==> config.mk <==
export PLATFORM = sky130hd
export DESIGN_NAME = des_decrypt_iter
export DESIGN_NICKNAME = d
export VERILOG_FILES = /design/src/rtl/des_pkg.sv /design/src/rtl/des_round_comb.sv /design/src/rtl/des_decrypt_iter.sv
export SDC_FILE = /design/constraint.sdc
export NUM_CORES = 1
export LEC_CHECK = 0
export BUFFER_PORTS_ARGS = -buffer_cell sky130_fd_sc_hd__buf_2
export CAP_MARGIN = 15
export CORE_ASPECT_RATIO = 1.5
export CORE_UTILIZATION = 54
export CTS_CLUSTER_DIAMETER = 150
export CTS_CLUSTER_SIZE = 10
export DETAILED_ROUTE_END_ITERATION = 16
export GPL_TIMING_DRIVEN = 0
export HOLD_SLACK_MARGIN = 0.15
export PLACE_DENSITY = 0.84
export SLEW_MARGIN = 20
export SYNTH_ARGS = -nofsm -noshare
export SYNTH_HDL_FRONTEND = slang
export SYNTH_HIERARCHICAL = 1
export SYNTH_SLANG_ARGS = --single-unit
export TNS_END_PERCENT = 10
==> constraint.sdc <==
create_clock -name CLK -period 7.2 [get_ports CLK]
set_clock_uncertainty 0.2 [all_clocks]
set_input_delay 0.36 -clock CLK [delete_from_list [all_inputs] [get_ports CLK]]
set_output_delay 0.36 -clock CLK [all_outputs]
set_load 0.02 [all_outputs]
==> src/rtl/des_pkg.sv <==
// Shared DES tables, permutation helpers and control-state type for iterative DES cores.
// Bit numbering follows FIPS 46-3 (DES bit 1 = vector MSB).
package des_pkg;

    typedef enum logic [1:0] {IDLE, RUN, DONE} state_t;

    localparam int IP_T [64] = '{
        58, 50, 42, 34, 26, 18, 10, 2, 60, 52, 44, 36, 28, 20, 12, 4,
        62, 54, 46, 38, 30, 22, 14, 6, 64, 56, 48, 40, 32, 24, 16, 8,
        57, 49, 41, 33, 25, 17,  9, 1, 59, 51, 43, 35, 27, 19, 11, 3,
        61, 53, 45, 37, 29, 21, 13, 5, 63, 55, 47, 39, 31, 23, 15, 7};

    localparam int IP_INV_T [64] = '{
        40, 8, 48, 16, 56, 24, 64, 32, 39, 7, 47, 15, 55, 23, 63, 31,
        38, 6, 46, 14, 54, 22, 62, 30, 37, 5, 45, 13, 53, 21, 61, 29,
        36, 4, 44, 12, 52, 20, 60, 28, 35, 3, 43, 11, 51, 19, 59, 27,
        34, 2, 42, 10, 50, 18, 58, 26, 33, 1, 41,  9, 49, 17, 57, 25};

    localparam int E_T [48] = '{
        32,  1,  2,  3,  4,  5,  4,  5,  6,  7,  8,  9,
         8,  9, 10, 11, 12, 13, 12, 13, 14, 15, 16, 17,
        16, 17, 18, 19, 20, 21, 20, 21, 22, 23, 24, 25,
        24, 25, 26, 27, 28, 29, 28, 29, 30, 31, 32,  1};

    localparam int P_T [32] = '{
        16,  7, 20, 21, 29, 12, 28, 17,  1, 15, 23, 26,  5, 18, 31, 10,
         2,  8, 24, 14, 32, 27,  3,  9, 19, 13, 30,  6, 22, 11,  4, 25};

    localparam int PC1_T [56] = '{
        57, 49, 41, 33, 25, 17,  9,  1, 58, 50, 42, 34, 26, 18,
        10,  2, 59, 51, 43, 35, 27, 19, 11,  3, 60, 52, 44, 36,
        63, 55, 47, 39, 31, 23, 15,  7, 62, 54, 46, 38, 30, 22,
        14,  6, 61, 53, 45, 37, 29, 21, 13,  5, 28, 20, 12,  4};

    localparam int PC2_T [48] = '{
        14, 17, 11, 24,  1,  5,  3, 28, 15,  6, 21, 10,
        23, 19, 12,  4, 26,  8, 16,  7, 27, 20, 13,  2,
        41, 52, 31, 37, 47, 55, 30, 40, 51, 45, 33, 48,
        44, 49, 39, 56, 34, 53, 46, 42, 50, 36, 29, 32};

    // Left-rotation amount before computing subkey K(i+1).
    localparam int SHIFTS [16] = '{1, 1, 2, 2, 2, 2, 2, 2, 1, 2, 2, 2, 2, 2, 2, 1};

    localparam int SBOX_T [8][64] = '{
        '{14, 4, 13, 1, 2, 15, 11, 8, 3, 10, 6, 12, 5, 9, 0, 7,
          0, 15, 7, 4, 14, 2, 13, 1, 10, 6, 12, 11, 9, 5, 3, 8,
          4, 1, 14, 8, 13, 6, 2, 11, 15, 12, 9, 7, 3, 10, 5, 0,
          15, 12, 8, 2, 4, 9, 1, 7, 5, 11, 3, 14, 10, 0, 6, 13},
        '{15, 1, 8, 14, 6, 11, 3, 4, 9, 7, 2, 13, 12, 0, 5, 10,
          3, 13, 4, 7, 15, 2, 8, 14, 12, 0, 1, 10, 6, 9, 11, 5,
          0, 14, 7, 11, 10, 4, 13, 1, 5, 8, 12, 6, 9, 3, 2, 15,
          13, 8, 10, 1, 3, 15, 4, 2, 11, 6, 7, 12, 0, 5, 14, 9},
        '{10, 0, 9, 14, 6, 3, 15, 5, 1, 13, 12, 7, 11, 4, 2, 8,
          13, 7, 0, 9, 3, 4, 6, 10, 2, 8, 5, 14, 12, 11, 15, 1,
          13, 6, 4, 9, 8, 15, 3, 0, 11, 1, 2, 12, 5, 10, 14, 7,
          1, 10, 13, 0, 6, 9, 8, 7, 4, 15, 14, 3, 11, 5, 2, 12},
        '{7, 13, 14, 3, 0, 6, 9, 10, 1, 2, 8, 5, 11, 12, 4, 15,
          13, 8, 11, 5, 6, 15, 0, 3, 4, 7, 2, 12, 1, 10, 14, 9,
          10, 6, 9, 0, 12, 11, 7, 13, 15, 1, 3, 14, 5, 2, 8, 4,
          3, 15, 0, 6, 10, 1, 13, 8, 9, 4, 5, 11, 12, 7, 2, 14},
        '{2, 12, 4, 1, 7, 10, 11, 6, 8, 5, 3, 15, 13, 0, 14, 9,
          14, 11, 2, 12, 4, 7, 13, 1, 5, 0, 15, 10, 3, 9, 8, 6,
          4, 2, 1, 11, 10, 13, 7, 8, 15, 9, 12, 5, 6, 3, 0, 14,
          11, 8, 12, 7, 1, 14, 2, 13, 6, 15, 0, 9, 10, 4, 5, 3},
        '{12, 1, 10, 15, 9, 2, 6, 8, 0, 13, 3, 4, 14, 7, 5, 11,
          10, 15, 4, 2, 7, 12, 9, 5, 6, 1, 13, 14, 0, 11, 3, 8,
          9, 14, 15, 5, 2, 8, 12, 3, 7, 0, 4, 10, 1, 13, 11, 6,
          4, 3, 2, 12, 9, 5, 15, 10, 11, 14, 1, 7, 6, 0, 8, 13},
        '{4, 11, 2, 14, 15, 0, 8, 13, 3, 12, 9, 7, 5, 10, 6, 1,
          13, 0, 11, 7, 4, 9, 1, 10, 14, 3, 5, 12, 2, 15, 8, 6,
          1, 4, 11, 13, 12, 3, 7, 14, 10, 15, 6, 8, 0, 5, 9, 2,
          6, 11, 13, 8, 1, 4, 10, 7, 9, 5, 0, 15, 14, 2, 3, 12},
        '{13, 2, 8, 4, 6, 15, 11, 1, 10, 9, 3, 14, 5, 0, 12, 7,
          1, 15, 13, 8, 10, 3, 7, 4, 12, 5, 6, 11, 0, 14, 9, 2,
          7, 11, 4, 1, 9, 12, 14, 2, 0, 6, 10, 13, 15, 3, 5, 8,
          2, 1, 14, 7, 4, 10, 8, 13, 15, 12, 9, 0, 3, 5, 6, 11}};

    function automatic logic [63:0] ip(input logic [63:0] x);
        logic [63:0] y;
        y = '0;
        for (int i = 0; i < 64; i++) y[6'(63 - i)] = x[6'(64 - IP_T[i])];
        return y;
    endfunction

    function automatic logic [63:0] ip_inv(input logic [63:0] x);
        logic [63:0] y;
        y = '0;
        for (int i = 0; i < 64; i++) y[6'(63 - i)] = x[6'(64 - IP_INV_T[i])];
        return y;
    endfunction

    function automatic logic [47:0] e_exp(input logic [31:0] x);
        logic [47:0] y;
        y = '0;
        for (int i = 0; i < 48; i++) y[6'(47 - i)] = x[5'(32 - E_T[i])];
        return y;
    endfunction

    function automatic logic [31:0] p_perm(input logic [31:0] x);
        logic [31:0] y;
        y = '0;
        for (int i = 0; i < 32; i++) y[5'(31 - i)] = x[5'(32 - P_T[i])];
        return y;
    endfunction

    function automatic logic [55:0] pc1(input logic [63:0] x);
        logic [55:0] y;
        y = '0;
        for (int i = 0; i < 56; i++) y[6'(55 - i)] = x[6'(64 - PC1_T[i])];
        return y;
    endfunction

    function automatic logic [47:0] pc2(input logic [55:0] x);
        logic [47:0] y;
        y = '0;
        for (int i = 0; i < 48; i++) y[6'(47 - i)] = x[6'(56 - PC2_T[i])];
        return y;
    endfunction

    // Row is {b1,b6}, column is b2..b5, so the flat index is just a bit reorder.
    function automatic logic [3:0] sbox(input logic [2:0] box, input logic [5:0] b);
        return 4'(SBOX_T[box][{b[5], b[0], b[4:1]}]);
    endfunction

    function automatic logic [27:0] rot_right(input logic [27:0] x, input logic [1:0] n);
        case (n)
            2'd1:    return {x[0], x[27:1]};
            2'd2:    return {x[1:0], x[27:2]};
            default: return x;
        endcase
    endfunction

    function automatic logic [27:0] rot_left(input logic [27:0] x, input logic [1:0] n);
        case (n)
            2'd1:    return {x[26:0], x[27]};
            2'd2:    return {x[25:0], x[27:26]};
            default: return x;
        endcase
    endfunction

    // The schedule is palindromic past its first entry, so one lookup serves both
    // the right-rotating decrypt walk and the left-rotating encrypt walk.
    function automatic logic [1:0] round_shift(input logic [4:0] rnd);
        if (rnd >= 5'd1 && rnd <= 5'd15) return 2'(SHIFTS[4'(rnd)]);
        return 2'd0;
    endfunction

endpackage

==> src/rtl/des_round_comb.sv <==
// One combinational DES Feistel round: PC2 subkey from {C,D}, then L/R update.
module des_round_comb
    import des_pkg::*;
(
    input  logic [31:0] l,
    input  logic [31:0] r,
    input  logic [27:0] c,
    input  logic [27:0] d,
    output logic [31:0] l_next,
    output logic [31:0] r_next
);

    logic [47:0] subkey;
    logic [47:0] mixed;
    logic [31:0] sbox_out;

    always_comb begin
        subkey   = pc2({c, d});
        mixed    = e_exp(r) ^ subkey;
        sbox_out = '0;
        for (int i = 0; i < 8; i++)
            sbox_out[5'(31 - 4 * i) -: 4] = sbox(3'(i), mixed[6'(47 - 6 * i) -: 6]);
        l_next = r;
        r_next = l ^ p_perm(sbox_out);
    end

endmodule

==> src/rtl/des_decrypt_iter.sv <==
// Iterative single-block DES decryptor, one Feistel round per cycle, subkeys K16 down to K1.
// Define DES_ITER_MODE_EN to add an in_encrypt port selecting the K1..K16 encrypt walk.
module des_decrypt_iter
    import des_pkg::*;
(
    input  logic        CLK,
    input  logic        RST_N,
    input  logic        in_valid,
    output logic        in_ready,
    input  logic [63:0] in_data,
    input  logic [63:0] in_key,
`ifdef DES_ITER_MODE_EN
    input  logic        in_encrypt,
`endif
    output logic        out_valid,
    input  logic        out_ready,
    output logic [63:0] out_data,
    output logic        busy
);

    state_t      state, state_next;
    logic [31:0] l, r;
    logic [27:0] c, d;
    logic [4:0]  rnd;
    logic [31:0] l_next, r_next;
    logic [27:0] c_next, d_next;
    logic [55:0] cd_load;
    logic [1:0]  shift;
`ifdef DES_ITER_MODE_EN
    logic        mode;
`endif

    des_round_comb u_round (
        .l      (l),
        .r      (r),
        .c      (c),
        .d      (d),
        .l_next (l_next),
        .r_next (r_next)
    );

    always_comb begin
        state_next = state;
        in_ready   = 1'b0;
        busy       = 1'b0;
        out_valid  = 1'b0;
        case (state)
            IDLE: begin
                in_ready = 1'b1;
                if (in_valid) state_next = RUN;
            end
            RUN: begin
                busy = 1'b1;
                if (rnd == 5'd16) state_next = DONE;
            end
            DONE: begin
                out_valid = 1'b1;
                if (out_ready) state_next = IDLE;
            end
            default: state_next = IDLE;
        endcase
    end

    // C16 equals C0, so decryption starts from PC1 output and walks right.
    always_comb begin
        cd_load = pc1(in_key);
        shift   = round_shift(rnd);
        c_next  = rot_right(c, shift);
        d_next  = rot_right(d, shift);
`ifdef DES_ITER_MODE_EN
        if (mode) begin
            c_next = rot_left(c, shift);
            d_next = rot_left(d, shift);
        end
`endif
    end

    always_ff @(posedge CLK or negedge RST_N) begin
        if (!RST_N) begin
            state <= IDLE;
            l     <= '0;
            r     <= '0;
            c     <= '0;
            d     <= '0;
            rnd   <= '0;
`ifdef DES_ITER_MODE_EN
            mode  <= 1'b0;
`endif
        end else begin
            state <= state_next;
            if (state == IDLE && in_valid) begin
                {l, r} <= ip(in_data);
                c      <= cd_load[55:28];
                d      <= cd_load[27:0];
                rnd    <= 5'd1;
`ifdef DES_ITER_MODE_EN
                mode   <= in_encrypt;
                if (in_encrypt) begin
                    c <= rot_left(cd_load[55:28], 2'd1);
                    d <= rot_left(cd_load[27:0], 2'd1);
                end
`endif
            end else if (state == RUN) begin
                l   <= l_next;
                r   <= r_next;
                c   <= c_next;
                d   <= d_next;
                rnd <= rnd + 5'd1;
            end
        end
    end

    // Preoutput is R16||L16: the last round's swap is undone here.
    assign out_data = ip_inv({r, l});

endmodule

==> qor.yml, run 1 <==
vias: 5026
final_net_count: 948
use_met1_pct: 28.6
initial_core_util_pct: 55.3
antenna_found_initial: 0
r2r_start: "d[23]$_DFFE_PN0P_"
reg2reg_depth: 9
busiest_layer: "met2"
grt_pass1_vias: 4871
avgViaCountPerCell: 5.32
cts_sinks: 79
setup_ws_ps: 4240
cts_tree: "built"
rsz0062_at_grt: "no"
max_slew_margin_pct: 60.7
r2r_slack_ps: 4240
drv_cap: 0
die_x_um: 86.8
ys_warn_count: 6
cts_max_path_buffers: 2
drt-total-wl_um: 14400
hp-class: "input port to register"
start_kind: "register"
final_layout_size_suffix_gt1_share_pct: 26.3
critPathArrivalTime_ps: 2990
cellLeakagePower_nw: 3.48
status: "completed"
vdd_drop_max_uv: 371
fmax_mhz: 337
min_period_ps: 2960
dieArea_um2: 11200
cts_root_buffer: "clkbuf_16"
cts_resized: 0
syn_area_um2: 5820
setup_viol: 0
clkTransAtPathRegs_ps: 60
tightestPinTransition_ps: 586
routabilityCongestion: 0.925
hold_depth: 3
finish.utilization_pct: 67.1
first_iter_violations: 359
remaining_drc_errors: 0
grt_use_met2_pct: 49.2
fp-row-count: 46
overflow: 0
grtUsageMet3_pct: 4.39
grt_pass1_wl_um: 23100
critPathCaptureType: "register"
die_h_um: 129
wire_per_inst_um: 15.2
r2r_end: "r[13]$_DFFE_PN0P_"
io-pin-count: 199
crit_fanout: 8
syn2layout_area_growth_pct: 21.4
dpl.hpwl_um: 10100
min-delay-start: "in_key[1]"
syn_avg_cell_area_um2: 8.96
critPathKind: "register to register"
ant_nets: 0
htreeDepth: 3
antennaDiodeCount: 0
fin_total_pwr_mw: 4.17
worst_ep_required_time_ps: 7220
portBuffers: 50
crit_slowest_cell: "mux4_2"
synthCells: 650
drtPass1Iterations: 7
hold_end: "d[27]$_DFFE_PN0P_"
core_area_um2: 10500
grt_start_max_net_pins: 59
drv_slew: 0
hold_violations: 0
dp_slack_ps: 4290
cp_cell_sequence: "xor2_1, inv_1, ha_1, mux4_2, a21oi_1, a21oi_1, xor2_1, a22oi_1, nand2_1"
fin_setup_tns_ps: 0
cts_buffers: 9
powerDensity_nw_per_um2: 590
insertion_delay_ps: 340
cpPeakStageDelay_ps: 460
grt_usage_pct: 26.7
post-route-period-util_pct: 41.2
[cell usage in the layout (no fill, tap or decap), types with 4 or more instances in the layout]
master         count
a211oi_1          11
a21oi_1           10
a22oi_1           16
a31oi_1            5
buf_1              9
buf_2             62
buf_4            103
clkbuf_1          17
clkbuf_16          9
conb_1            57
dfrtp_1           79
dlygate4sd3_1     29
ha_1              20
inv_1             15
mux2i_1           39
nand2_1          108
nand3_1           27
nor2_1            17
nor3_1            13
o211ai_1           4
o21ai_0           38
o21ai_1           20
xnor2_1           18
xor2_1            16
[critical path, delay by kind of cell (launching register included)]
family,cells,cell delay (ps)
muxes,1,460
and+or+nand+nor,1,70
xor gates and xnor gates,2,610
AOI/OAI and AO/OA,3,540
adders and majority gates,1,270
DFF,1,430
buffers and inverters,1,260
[layer usage]
metal / vias up / wire (µm) / share of wire [%]
met4: 0 / 680 / 4.7
li1: 2341 / - / -
met2: 223 / 7640 / 53
met3: 63 / 785 / 5.5
met1: 2399 / 5260 / 37
met5: - / 0 / 0
[stage by stage]
| step | std cells | hold WS, ps | instance area [µm²] |
|---|---|---|---|
| floorplan | 705 | -136 | 6030 |
| global placement | 899 | 259 | 6460 |
| detailed placement | 900 | 78.7 | 6490 |
| CTS | 944 | 150 | 7060 |
| global route | 945 | 174 | 7070 |
| finish | 945 | 180 | 7070 |
[sequential cells by signal, summed over array words and instances, names as in the netlist]
signal,cells
d,28
l,20
r,24
rnd,5
state,2
[power by group]
part	switching (mW)	total (mW)	internal, mW
combinational	1.50	2.76	1.26
clock	0.176	0.452	0.276
sequential	0.287	0.960	0.673
[how the worst max path moves through the flow]
stage | start | to | slack, ps | cells after the start
4_1_cts | d[23]$_DFFE_PN0P_ | r[13]$_DFFE_PN0P_ | 4250 | 9
5_1_grt | d[11]$_DFFE_PN0P_ | r[3]$_DFFE_PN0P_ | 4010 | 10
2_1_floorplan | r[8]$_DFFE_PN0P_ | r[13]$_DFFE_PN0P_ | 4670 | 9
3_3_place_gp | r[8]$_DFFE_PN0P_ | r[13]$_DFFE_PN0P_ | 4340 | 9
6_report | d[23]$_DFFE_PN0P_ | r[13]$_DFFE_PN0P_ | 4240 | 9
3_5_place_dp | d[11]$_DFFE_PN0P_ | r[3]$_DFFE_PN0P_ | 4290 | 10
[repair_timing]
action,in CTS,in global routing
buffers inserted,0,0
hold endpoints to repair,106,1
hold buffers,28,1
[final cells by class]
type,count,area (µm²)
sequential,79,1980
clock buffer,12,246
buffer,148,1040
timing repair buffer,80,571
clock inverter,4,45.0
multi-input combinational,461,2950
tap,144,180
fill,816,3460
inverter,17,63.8
Note: power is estimated with default switching activity, not from simulation.
==> run 2: changes to the inputs <==
- ABC_AREA: not set -> 1
- PLACE_DENSITY: 0.84 -> 0.83
- clock period: 7.2 -> 3 ns (I/O delays scaled with it)
==> qor.yml, run 2 <==
status: "completed"
r2r_slack_ps: 450  # -3790 ps
whs_ps: 177  # -3.17 ps
ant_nets: 0  # unchanged
crit_fanout: 9  # +1
antenna_found_initial: 0  # unchanged
cts_tree: "built"
final_cell_mix: "281 x nand2_1, 152 x nand3_1, 108 x buf_4"
powerDensity_nw_per_um2: 1310  # +120%
top_layer: "met4"
tightestPinTransition_ps: 609  # +23.1 ps
hp-class: "input port to asynchronous set/reset pin"
cts_buffers: 9  # unchanged
fin_total_pwr_mw: 9.72  # +130%
overflow: 0  # unchanged
setup_viol: 0  # unchanged
vdd_drop_max_uv: 743  # +100%
syn_avg_cell_area_um2: 7.01  # -22%
fmax_mhz: 392  # +16%
met3_length_um: 674  # -14%
fin_setup_tns_ps: 0  # unchanged
multi_input_area_um2: 3090  # +5.0%
rsz0062_at_grt: "no"
vias: 5876  # +17%
largest_reg_flops: 28  # unchanged
critPathCaptureType: "register"
die_x_um: 89.2  # +2.8%
fp-row-count: 47  # +2.2%
core_area_um2: 11100  # +5.0%
grt_start_max_net_pins: 47  # -20%
dpl.hpwl_um: 11400  # +13%
cts_sinks: 79  # unchanged
syn2layout_area_growth_pct: 20.3
largest_register: "d"
min_period_ps: 2550  # -413 ps
critPathKind: "register to register"
ff_latch_area_um2: 1980  # unchanged
drt-total-wl_um: 15800  # +10%
cellLeakagePower_nw: 4.17  # +20%
cts_root_buffer: "clkbuf_16"
clkTransAtPathRegs_ps: 60  # about the same
die_h_um: 133  # +2.8%
cts_max_path_buffers: 2  # unchanged
wire_per_inst_um: 13.4  # -12%
finish.utilization_pct: 67.0  # -0.12 points
critPathArrivalTime_ps: 2570  # -420 ps
insertion_delay_ps: 340  # about the same
dieArea_um2: 11800  # +5.7%
io-pin-count: 199  # unchanged
remaining_drc_errors: 0  # unchanged
htreeDepth: 3  # unchanged
portBuffers: 50  # unchanged
final_layout_size_suffix_gt1_share_pct: 21.9  # -4.4 points
initial_core_util_pct: 55.7  # +0.42 points
grt_pass1_wl_um: 26100  # +13%
cts_resized: 0  # unchanged
reg_top3: "d x28, r x24, l x20"
fillers: 894  # +9.6%
post-route-period-util_pct: 85.0  # +44 points
m1WireLength_um: 5770  # +9.7%
max_slew_margin_pct: 59.4  # -1.3 points
hold_violations: 0  # unchanged
routabilityCongestion: 0.928  # +0.35%
mostFrequentLayoutCell: "nand2_1"
antennaDiodeCount: 0  # unchanged
grt_pass1_vias: 5727  # +18%
r2r_end: "d[27]$_DFFE_PN0P_"
start_kind: "register"
dp_slack_ps: 654  # -3640 ps
synthCells: 878  # +35%
route.met2.wl_um: 8670  # +14%
worst_ep_required_time_ps: 3020  # -4200 ps
final_net_count: 1178  # +24%
grt_usage_pct: 28.8  # +2.1 points
setup_ws_ps: 450  # -3790 ps
avgViaCountPerCell: 4.99  # -6.2%
drv_cap: 0  # unchanged
drv_slew: 0  # unchanged
ys_warn_count: 6  # unchanged
drtPass1Iterations: 5  # -2
reg2reg_depth: 12  # +3
r2r_start: "rnd[0]$_DFFE_PN0P_"
syn_area_um2: 6160  # +5.8%
first_iter_violations: 412  # +15%
==> run 2: power breakdown <==
| part | internal, mW | leakage [nW] | switching [mW] |
|---|---|---|---|
| logic | 2.60 | 3.05 | 3.85 |
| registers | 1.61 | 0.978 | 0.647 |
| clock network | 0.603 | 0.136 | 0.417 |
| total | 4.81 | 4.17 | 4.91 |
==> run 2: timing repair <==
item	4_1_cts	5_1_grt
hold buffers	31	0
hold endpoints to repair	108	0
setup buffers	0	0
==> run 2: critical path, stage by stage, from the launching register on <==
cell and delay, ps:
dfrtp_1 450, ha_1 220, nand3_1 130, inv_1 100
ha_1 160, inv_1 50, nand2_2 110, nand3_4 140
nand2_2 120, inv_2 80, nand2_1 60, nand2_1 50
dlygate4sd3_1 550
==> run 2: final cells by class <==
class | count | area share (%)
Tap cell | 147 | 2.48
Buffer | 149 | 13.4
Clock inverter | 3 | 0.236
Clock buffer | 13 | 3.51
Sequential cell | 79 | 26.7
Timing Repair Buffer | 82 | 7.87
Multi-Input combinational cell | 625 | 41.7
Inverter | 80 | 4.05
==> run 2: worst max-delay path by stage <==
stage | startpoint | to | slack [ps] | cells after the start
2_1_floorplan | d[11]$_DFFE_PN0P_ | r[3]$_DFFE_PN0P_ | 1010 | 15
3_3_place_gp | d[11]$_DFFE_PN0P_ | r[13]$_DFFE_PN0P_ | 660 | 14
3_5_place_dp | d[11]$_DFFE_PN0P_ | r[13]$_DFFE_PN0P_ | 650 | 14
4_1_cts | rnd[0]$_DFFE_PN0P_ | d[27]$_DFFE_PN0P_ | 500 | 12
5_1_grt | rnd[0]$_DFFE_PN0P_ | d[27]$_DFFE_PN0P_ | 320 | 12
6_report | rnd[0]$_DFFE_PN0P_ | d[27]$_DFFE_PN0P_ | 450 | 12
==> run 2: through the flow <==
stage	cell area, µm²	std cells
after global routing	7410	1178
after global placement	6800	1130
after detailed placement	6820	1131
final	7410	1178
after floorplan	6360	933
after CTS	7410	1178
==> run 2: routing by layer <==
layer | vias up | GRT usage (%)
li1 | 2920 | -
met1 | 2683 | 28.9
met2 | 222 | 53.8
met3 | 51 | 4.68
met4 | 0 | 16.3
met5 | - | 0
